==> src/rtl/serial_adder.sv <==
// Digit-serial adder/subtractor: a DIGIT-bit ripple chain reused over WIDTH/DIGIT cycles,
// with start/busy/done handshake and carry/overflow flags.
module serial_adder #(
  parameter int unsigned WIDTH = 32,
  parameter int unsigned DIGIT = 1
) (
  input  logic             clk,
  input  logic             rst,
  input  logic             start,
  input  logic             sub,
  input  logic [WIDTH-1:0] a,
  input  logic [WIDTH-1:0] b,
  output logic             busy,
  output logic             done,
  output logic [WIDTH-1:0] sum,
  output logic             carry_out,
  output logic             overflow
);

  generate
    if (DIGIT == 0 || WIDTH < 2 || (WIDTH % DIGIT) != 0) begin : g_bad_params
      $fatal(1, "serial_adder: DIGIT must be nonzero and divide WIDTH, WIDTH must be >= 2");
    end
  endgenerate

  localparam int unsigned N  = WIDTH / DIGIT;
  localparam int unsigned CW = (N > 1) ? $clog2(N) : 1;

  typedef enum logic {IDLE = 1'b0, RUN = 1'b1} state_t;

  state_t                 state, state_nxt;
  logic                   load, step, last;
  logic [WIDTH-1:0]       opa, opb, acc, acc_nxt;
  logic                   carry;
  logic [CW-1:0]          count;
  logic [DIGIT:0]         chain_c;
  logic [DIGIT-1:0]       dsum;
  logic [WIDTH+DIGIT-1:0] acc_cat;

  assign last = (count == CW'(N - 1));

  // State register
  always_ff @(posedge clk) begin
    if (rst) state <= IDLE;
    else     state <= state_nxt;
  end

  // Next-state logic
  always_comb begin
    state_nxt = state;
    case (state)
      IDLE:    if (start) state_nxt = RUN;
      RUN:     if (last)  state_nxt = IDLE;
      default: state_nxt = IDLE;
    endcase
  end

  // Control decode
  always_comb begin
    busy = 1'b0;
    load = 1'b0;
    step = 1'b0;
    case (state)
      IDLE: load = start;
      RUN: begin
        busy = 1'b1;
        step = 1'b1;
      end
      default: ;
    endcase
  end

  // DIGIT-bit ripple chain over the low digit of the operand shifters
  always_comb begin
    chain_c    = '0;
    dsum       = '0;
    chain_c[0] = carry;
    for (int i = 0; i < int'(DIGIT); i++) begin
      dsum[i]      = opa[i] ^ opb[i] ^ chain_c[i];
      chain_c[i+1] = (opa[i] & opb[i]) | (chain_c[i] & (opa[i] ^ opb[i]));
    end
  end

  // Result digits enter at the MSB so the final digit lands the word in place
  assign acc_cat = {dsum, acc};
  assign acc_nxt = acc_cat[WIDTH+DIGIT-1:DIGIT];

  always_ff @(posedge clk) begin
    if (rst) begin
      opa       <= '0;
      opb       <= '0;
      acc       <= '0;
      carry     <= 1'b0;
      count     <= '0;
      done      <= 1'b0;
      sum       <= '0;
      carry_out <= 1'b0;
      overflow  <= 1'b0;
    end else begin
      done <= 1'b0;
      if (load) begin
        opa   <= a;
        opb   <= sub ? ~b : b;
        carry <= sub;
        count <= '0;
      end else if (step) begin
        opa   <= opa >> DIGIT;
        opb   <= opb >> DIGIT;
        acc   <= acc_nxt;
        carry <= chain_c[DIGIT];
        count <= count + CW'(1);
        if (last) begin
          sum       <= acc_nxt;
          carry_out <= chain_c[DIGIT];
          overflow  <= chain_c[DIGIT] ^ chain_c[DIGIT-1];
          done      <= 1'b1;
        end
      end
    end
  end

endmodule

==> config.mk <==
export PLATFORM = sky130hd
export DESIGN_NAME = serial_adder
export DESIGN_NICKNAME = d
export VERILOG_FILES = /design/src/rtl/serial_adder.sv
export SDC_FILE = /design/constraint.sdc
export NUM_CORES = 1
export LEC_CHECK = 0
export CAP_MARGIN = 15
export CORE_ASPECT_RATIO = 1.25
export CORE_MARGIN = 2
export CORE_UTILIZATION = 57
export DETAILED_ROUTE_END_ITERATION = 12
export MAX_ROUTING_LAYER = met4
export PLACE_DENSITY = 0.85
export SKIP_LAST_GASP = 1
export SYNTH_ARGS = -nofsm -noshare
export SYNTH_HDL_FRONTEND = slang
export SYNTH_SLANG_ARGS = --single-unit
==> constraint.sdc <==
create_clock -name clk -period 2.6 [get_ports clk]
set_input_delay 0.26 -clock clk [delete_from_list [all_inputs] [get_ports clk]]
set_output_delay 0.26 -clock clk [all_outputs]
set_load 0.02 [all_outputs]
# After elaboration in Yosys (flattened, before gate mapping)
# Index checks and enable logic that the tools add are counted.
word_totals:
  out_inout_bits: 36
  wordCells: 40
  regBits: 138
  in_bits: 68
op_classes:
  n_bitwise: 10
  add_sub_neg: 1
  eq_ne: 1
  reduce_logical: 5
  mux: 13
op_table:
  columns: ["cell", "n"]
  rows:
  - ["2-to-1 mux 32 bit", 5]
  - ["inverter 32 bit", 1]
  - ["2-to-1 mux 1 bit", 7]
  - ["adder 5 x 1 -> 5 bit, second input constant", 1]
  - ["== test 5 bit, second input constant", 1]
  - ["inverter 1 bit", 3]
  - ["AND reduction 3 bit", 1]
  - ["OR reduction 3 bit", 1]
  - ["XOR 1 bit", 3]
  - ["bitwise AND 1 bit", 2]
  - ["case mux 1 bit (2 select lines)", 1]
  - ["AND reduction 2 bit", 1]
  - ["nonzero test 2 bit", 1]
  - ["OR reduction 2 bit", 1]
  - ["OR 1 bit", 1]

# Longest topological paths before layout
depth:
  ltp_word: 5
  depth_mapped: 8
  depth_no_buf: 6

# Worst setup path before layout
# OpenSTA, ideal clock, no wires.
synth_timing:
  kind: "register to register"
  from: "register count[0]"
  to: "register overflow"
  synth_period_minus_slack_ps: 1596
  slack_ps: 1004
  setup_ps: 86
  required_ps: 2514
  n_path_buf: 2
  arrival_time_ps: 1510
  stages_incl_launch_ff: 8
  cell_sequence: "dfxtp_1 ha_1 and3_1 ha_1 and2_1 buf_2 buf_2 a211oi_1"
synth_via:
  elab_chain_cells: 2
synth_rtl:
  columns: ["item", "line", "source"]
  rows:
  - ["from (decl)", "35", "logic [CW-1:0] count;"]
  - ["from (signal assigned)", "111", "count <= count + CW'(1);"]
  - ["== test 5 bit", "40", "assign last = (count == CW'(N - 1));"]
  - ["AND reduction 3 bit (no line)", null, null]
  - ["to (signal assigned)", "115", "overflow <= chain_c[DIGIT] ^ chain_c[DIGIT-1];"]
  - ["to (decl)", "17", "output logic overflow"]
# No other way between the ends.
# A chain may end at the register's enable or synchronous reset.

# Final worst setup path
layout_timing:
  from: "register count[0]"
  to: "register sum[10]"
layout_via:
  elab_chain_cells: 2
layout_rtl:
  columns: ["item", "line", "source"]
  rows:
  - ["== test 5 bit", "40", null]
  - ["AND reduction 3 bit (no line)", null, null]
  - ["to (signal assigned)", "113", "sum <= acc_nxt;"]
  - ["to (decl)", "15", "output logic [WIDTH-1:0] sum,"]
# No other way between the ends.

==> run metrics <==
TNS Setup 0 ns; effective utilization at floorplan 0.5894; crit path DAT between 2 and 2.5 ns; Synth-to-Final Area Change 27.43%; IO Count approximately 100; minimum clock period roughly 2 ns; Hold WC Path Type primary input to flip-flop; global-route wire length before repair approximately 21000 um; Reg2Reg Depth 7; Crit Path Category flip-flop to flip-flop; grt ovf 0; crit end category flip-flop; FP Rows 41; sequential fraction of the synthesis area 0.4558; Hold EP acc[10]; largest net degree at the start of global routing 47; post-synth top area share 0.4558; Least-Margin Pin Slew roughly 0.89 ns; core box area roughly 10000 um2; outcome completed; Root Driver clkbuf_16; die area 11400 um2; r2r endpoint sum[10]; CTS max path bufs 2; Critical Path Start Type flip-flop; worst setup path startpoint count[0]; clock-pin transition on the worst setup and hold timing paths about 0.060 ns; CTS Buf Count 17; Post-synth top cells dfxtp_1, nor2_1, nand2_1; syn nets between 700 and 800; Fin. Hold Viols 0; number of port buffers approximately 100; synthesized cell area 6017 um2; Distinct cells, synth 27; worst flop-to-flop path startpoint count[0]; Post-synth EDFFs 0; Mapped Cells 641; post-route ant nets 0; top cells by area, synth dfxtp_1, mux2i_1, nor2_1; share of flip-flops with an asynchronous set or reset 0; Critical Path RT 2.94 ns; Vias per Instance ~5.4; Placer Congestion just over 0.8; vias post-DR 4683; initial DRC count ~250; Hold Crit Depth 2; FF+latch count, synth roughly 140; HP Start rst; Top FF cell, synth dfxtp_1; Reg2Reg Setup Slack roughly 0.59 ns; FMAX around 500 MHz; clk_lat worst skew just over 0.4 ns; Die Ht ~120 um; cell area after layout between 7000 and 8000 um2; Layout Utilization 0.7511; CTS sink count roughly 140; CTS HTree Levels 4; Die X roughly 96 um; RSZ-0062 raised after global routing no; Max VDD drop roughly 640 uV; hold_buf cts 0; Mean Syn Cell Area 9.387 um2; Critical Path Fanout Max 28; clk_skew just under 0.01 ns; TritonRoute pass-1 iters 4; TritonCTS clock tree built; HPWL after DPL a little over 8000 um; Post-route DRC 0; relative slew slack 0.4073; cell taking the most area after synthesis dfxtp_1; Setup WS post-layout between 0.5 and 0.6 ns; share of layout cells above drive strength 1 0.1465; ANT cells 0; CTS resizes 0; initial antenna violation count 0; gr usage total 0.2414; dpl ws 0.7053 ns; post-CTS setup buffer count 0; fin. max-slew vios 0; routed len/inst about 15 um; WL final 12980 um; post-placement cell area approximately 7000 um2; most common cell in the netlist dfxtp_1; Final setup viols 0; LEAKAGE 0.002958 uW; Nets ~800; vias in the first global route approximately 4700; power density cells about 700 nW/um2; synth warn 0; fin crit share 0.7717; Max Cap Viol 0
[sequential cells by signal (all words and copies together), names as in the netlist]
name,cells
acc,31
overflow,1
state,1
sum,32
carry_out,1
done,1
count,5
opb,32
carry,1
opa,32
[layout make-up]
type / instances / area, um2
timing repair buffer: 117 / 1124
sequential: 137 / 2746
inverter: 2 / 7.507
multi-input combinational: 449 / 2989
fill: 699 / 2541
clock buffer: 18 / 429.2
tap: 129 / 161.4
clock inverter: 14 / 210.2
[per-stage QoR]
stage                     instances  total power (uW)  hold slack, ns
final                           866              5380          0.2771
after global routing            866              5546          0.3058
after CTS                       866              5396          0.2647
after detailed placement        834              2821          0.4462
after global placement          834              2796          0.4422
after floorplan                 641              2654          0.4072
[worst max-delay path by stage]
stage	endpoint	slack, ns	cells after the start
2_1_floorplan	overflow	1.00	7
6_report	sum[10]	0.59	7
5_1_grt	sum[11]	0.45	7
3_5_place_dp	sum[8]	0.71	7
3_3_place_gp	sum[26]	0.85	7
4_1_cts	sum[22]	0.61	7
[worst max-delay path: stages (launching register included)]
cell,delay [ns]
dfxtp_1,0.39
ha_1,0.20
and3_1,0.21
ha_1,0.18
and2_1,0.33
buf_4,0.36
nand2_1,0.11
a21oi_1,0.14
[cells in the final DEF, fill, tap and decap left out]
cell type and count:
nand2_1 99, a211oi_1 3, xor2_1 32, inv_6 5, clkbuf_16 17, clkdlybuf4s50_1 100, fa_1 1, o21a_1 1
o32ai_2 27, a21oi_1 38, nor2_1 133, buf_4 15, inv_1 2, nor3b_1 4, and2_1 1, o32ai_1 4
nand3_1 1, dfxtp_1 136, mux2_2 32, clkinvlp_4 2, and3b_1 1, ha_1 3, clkinv_4 1, dfxtp_4 1
mux2i_1 64, bufinv_16 4, clkbuf_1 1, or2_1 1, and3_1 1, buf_2 2, xnor2_1 2, nor3_1 1
inv_8 2
[kinds of logic (layout without fill, tap and decap cells)]
logic type,Yosys count,in the layout,synth area share
adder cells (fa/ha/maj),4,4,0.009566
AO/OA/AOI/OAI,73,73,0.1154
multiplexers,96,96,0.1664
AND/OR/NAND/NOR,242,242,0.1560
flip-flops,137,137,0.4558
XOR/XNOR,34,34,0.04949
buffers and inverters,55,151,0.04741
[per-layer routing]
layer / up-vias / global-route usage / part of all wire
met5: - / - / 0
met4: 0 / 0.1071 / 0.029
met3: 33 / 0.03985 / 0.034
met2: 114 / 0.4113 / 0.53
met1: 2231 / 0.2741 / 0.40
li1: 2305 / - / -
[report_power, final]
group / internal (uW) / total (uW) / switching (uW)
logic: 284 / 548 / 264
clock network: 1640 / 2590 / 959
registers: 2180 / 2240 / 55.1
(Power assumes the default switching activity.)
